`config.mk`:
```
export PLATFORM = sky130hd
export DESIGN_NAME = fifo_rd_unpack_60to20
export DESIGN_NICKNAME = d
export VERILOG_FILES = /design/src/rtl/fifo_rd_unpack_60to20.sv
export SDC_FILE = /design/constraint.sdc
export NUM_CORES = 1
export LEC_CHECK = 0
export CORE_MARGIN = 2
export CORE_UTILIZATION = 40
export DETAILED_ROUTE_END_ITERATION = 10
export PLACE_DENSITY = 0.59
export SLEW_MARGIN = 15
export SYNTH_ARGS = -nofsm -noshare
export SYNTH_HDL_FRONTEND = slang
export SYNTH_SLANG_ARGS = --single-unit
export TNS_END_PERCENT = 10
```
`constraint.sdc`:
```
create_clock -name clk -period 3.38 [get_ports clk]
set_clock_uncertainty 0.15 [all_clocks]
set_input_delay 0.845 -clock clk [delete_from_list [all_inputs] [get_ports clk]]
set_output_delay 0.845 -clock clk [all_outputs]
set_load 0.05 [all_outputs]
```
`src/rtl/fifo_rd_unpack_60to20.sv`:
```
// rtl/fifo_rd_unpack_60to20.sv - pops 60-bit FIFO words, streams them as three 20-bit beats (out_last when FIFO_RD_LAST_EN)
module fifo_rd_unpack_60to20 #(
    parameter int DW = 60,
    parameter int BW = 20
) (
    input  logic          clk,
    input  logic          rst,
    input  logic          clr,
    input  logic [DW-1:0] fifo_dout,
    input  logic          fifo_empty,
    output logic          fifo_re,
    output logic [BW-1:0] out_data,
    output logic          out_valid,
    input  logic          out_ready
`ifdef FIFO_RD_LAST_EN
    ,
    output logic          out_last
`endif
);

    logic [DW-1:0] hold_q, hold_d;
    logic [DW-1:0] next_q, next_d;
    logic [1:0]    occ_q, occ_d;
    logic [1:0]    beat_q, beat_d;
    logic          inflight_q, inflight_d;

    logic          xfer;
    logic          retire;
    logic [1:0]    occ_after;
    logic [2:0]    committed;

    // Pop only when the buffer can absorb every word already requested plus this one
    always_comb begin
        committed = {1'b0, occ_q} + {2'b00, inflight_q};
        fifo_re   = !rst && !clr && !fifo_empty && (committed < 3'd2);
    end

    // Present the selected 20-bit slice of the head word
    always_comb begin
        out_valid = (occ_q != 2'd0);
        case (beat_q)
            2'd0:    out_data = hold_q[BW-1:0];
            2'd1:    out_data = hold_q[2*BW-1:BW];
            default: out_data = hold_q[3*BW-1:2*BW];
        endcase
    end

`ifdef FIFO_RD_LAST_EN
    // Flag the third beat of the head word
    always_comb begin
        out_last = out_valid && (beat_q == 2'd2);
    end
`endif

    // Beat stepping, word retire, capture of returning read data and flush
    always_comb begin
        hold_d     = hold_q;
        next_d     = next_q;
        beat_d     = beat_q;
        inflight_d = fifo_re;
        xfer       = out_valid && out_ready;
        retire     = xfer && (beat_q == 2'd2);

        if (xfer) begin
            beat_d = retire ? 2'd0 : beat_q + 2'd1;
        end
        if (retire) begin
            hold_d = next_q;
        end

        // Tail slot is chosen after the retire so a word landing in an
        // emptied buffer goes straight to the head register.
        occ_after = occ_q - {1'b0, retire};
        if (inflight_q) begin
            if (occ_after == 2'd0) begin
                hold_d = fifo_dout;
            end else begin
                next_d = fifo_dout;
            end
        end
        occ_d = occ_after + {1'b0, inflight_q};

        // Flush drops buffered words, the partial word and any returning read
        if (clr) begin
            occ_d      = 2'd0;
            beat_d     = 2'd0;
            inflight_d = 1'b0;
        end
    end

    // State registers with synchronous reset
    always_ff @(posedge clk) begin
        if (rst) begin
            hold_q     <= '0;
            next_q     <= '0;
            occ_q      <= 2'd0;
            beat_q     <= 2'd0;
            inflight_q <= 1'b0;
        end else begin
            hold_q     <= hold_d;
            next_q     <= next_d;
            occ_q      <= occ_d;
            beat_q     <= beat_d;
            inflight_q <= inflight_d;
        end
    end

endmodule

```
==> results.toml <==
[timing]
hold_violations = 0
worst_slew_pin_slew_ps = 899
rsz0062_at_grt = "false"
relSlewSlack_pct = 40.1
max_freq_mhz = 305
tns_ps = 0
setup_viol = 0
period_needed_ps = 3270
slew_viol_final = 0
period_share_pct = 96.9
setup_ws_ps = 105

[clock_network]
cts_tree = "yes"
cts_root_buf = "clkbuf_16"
numCtsBuffers = 17
clock_sinks = 125
postCtsSetupRepairBufs = 0
cts_hold_buffers = 0
clock_path_buffers = 2
path_clk_slew_ps = 60
cts.repair.resized = 0
htree_levels = 4
worst_skew_pair.late_latency_ps = 420

[logic_synthesis]
synth_top_area_cell = "dfxtp_1"
syn_area_mm2 = 0.00618
synth_area_per_cell_um2 = 8.67
seq_area_frac_synth_pct = 40.5
ys_warn_count = 0
synth.distinct_cells = 26
synthCells = 713
syn_nets = 780
yosysTopAreaCellShare_pct = 40.5
yosys-top-cells-area = "dfxtp_1, mux2i_1, nand2b_1"
ys_ff_latch = 125

[power_and_ir_drop]
power_density_mw_per_mm2 = 506
leakage_nw = 2.59
power_mw = 4.11
peakVddDrop_mv = 0.390

[die]
row_count = 45
chipWidth_um = 128
dieArea_mm2 = 0.0165
core_area_mm2 = 0.0151
ios = 87
start_util_pct = 40.8
die_h_um = 128

[critical_path]
reg2reg_depth = 7
crit_path_start_kind = "flip-flop"
rr_startpoint = "beat_q[0]"
worst_ep_arrival_time_ps = 2280
endpoint = "out_data[7]"
critPathKind = "flip-flop to primary output"
r2r_setup_slack_ps = 930
critPathRequiredTime_ps = 2380
startpoint = "beat_q[0]"
r2r-end = "hold_q[35]"
worstPathMaxFanout = 10
endpoint_kind = "primary output"

[job]
drv_cap = 0

[worst_hold_path]
hold_class = "flip-flop to flip-flop"

[route]
drc_errors = 0
drt-initial-drc-count = 522
wl_per_cell_um = 19.4
drt_pass1_iterations = 5
via_per_inst = 5.78
vias = 5544
final_antenna_net_count = 0
wl_um = 18600

[layout]
finish.utilization_pct = 53.7
area_delta_synth_final_pct = 31.6
antenna_cells = 0
final_nets = 825
fin_cells = 959
drive_above_1_share_pct = 11.0

[place]
gp_congestion = 0.792
dp_hpwl_um = 11600
place_ws_ps = 203
io_buffers = 86
dp_cells = 927

[global_route]
antenna_found_initial = 0
grt_pass1_wl_um = 29500
grt_max_degree = 111
grt_overflow = 0
grt_pass1_vias = 5416
grt_util_all_layers_pct = 23.0

[run_status]
status = "finished, final reports clean"
==> final cells by class <==
type	instances	area, um^2
Clock buffer	20	467
Timing Repair Buffer	107	1300
Tap cell	188	235
Fill cell	1354	7010
Clock inverter	12	238
Multi-Input combinational cell	504	3380
Inverter	3	11.3
Sequential cell	125	2500
==> synth_stat cells <==
cell type,instances
ha_1,2
nor3_1,60
buf_1,1
nand3_1,60
clkbuf_1,56
o21ai_1,1
buf_4,6
xnor2_1,1
nand3b_1,1
or2_2,2
inv_1,3
dfxtp_1,125
or3_1,1
nand2_1,23
o21a_1,2
o21ai_0,80
nand2b_1,121
or2_1,1
nor2_1,3
mux2i_1,80
nor2b_1,1
buf_2,18
a21oi_1,2
a2111oi_0,2
a311oi_1,60
xor2_2,1
==> where the power goes <==
group	switching, mW	internal (mW)	leakage [nW]
clock	0.670	1.51	0.346
sequential	0.0303	1.52	1.01
combinational	0.196	0.193	1.23
total	0.896	3.22	2.59
==> layout by cell type (no fill, tap or decap), types with 2 or more instances in the layout <==
| cell type | count |
|---|---|
| dfxtp_1 | 125 |
| nand2b_1 | 121 |
| mux2i_1 | 80 |
| o21ai_0 | 80 |
| clkdlybuf4s50_1 | 64 |
| nand3_1 | 60 |
| nor3_1 | 60 |
| a311oi_1 | 60 |
| buf_12 | 27 |
| nand2_1 | 22 |
| clkbuf_16 | 17 |
| buf_4 | 16 |
| bufinv_16 | 7 |
| clkinv_2 | 4 |
| inv_1 | 3 |
| nor2_1 | 3 |
| or2_2 | 3 |
| clkbuf_8 | 3 |
| a21oi_1 | 2 |
| ha_1 | 2 |
==> state kept, by name, summed over array words and instances, names as in the netlist <==
register    flops
hold_q         60
beat_q          2
occ_q           2
next_q         60
inflight_q      1
==> logic make-up (layout without fill, tap and decap cells) <==
| logic type | Yosys count | count (layout) | synth area share [%] |
|---|---|---|---|
| xor+xnor | 2 | 2 | 0.405 |
| simple gates | 273 | 273 | 24.2 |
| flops | 125 | 125 | 40.5 |
| compound gates | 147 | 147 | 15.7 |
| buf+inv | 84 | 142 | 5.83 |
| mux | 80 | 80 | 13.0 |
| fa+ha+maj | 2 | 2 | 0.405 |
==> worst min-delay path by stage <==
stage                           from    endpoint  slack (ps)  depth (start not counted)
after floorplan            next_q[0]   next_q[0]         300                          2
after global placement    next_q[52]  next_q[52]         310                          2
after detailed placement  next_q[53]  next_q[53]         310                          2
after CTS                 next_q[53]  next_q[53]         330                          2
after global routing      next_q[56]  next_q[56]         340                          2
final                     next_q[28]  next_q[28]         330                          2
==> stage by stage <==
step	cell area (um^2)	hold slack [ps]
2_1_floorplan	6200	299
3_3_place_gp	7430	308
3_5_place_dp	7430	311
4_1_cts	8130	328
5_1_grt	8130	344
6_report	8130	326
==> worst max-delay path: stages (launching register included) <==
cell and delay (ps):
dfxtp_1 670, buf_4 320, mux2i_1 440, o21ai_0 220
buf_12 200
==> layer usage <==
metal | track usage [%] | routed length, um | vias up
li1 | - | - | 2648
met1 | 31.0 | 8320 | 2673
met2 | 36.4 | 8790 | 188
met3 | 4.72 | 1030 | 35
met4 | 9.05 | 492 | 0
met5 | 0 | 0 | -
Note: power is estimated with default switching activity, not from simulation.
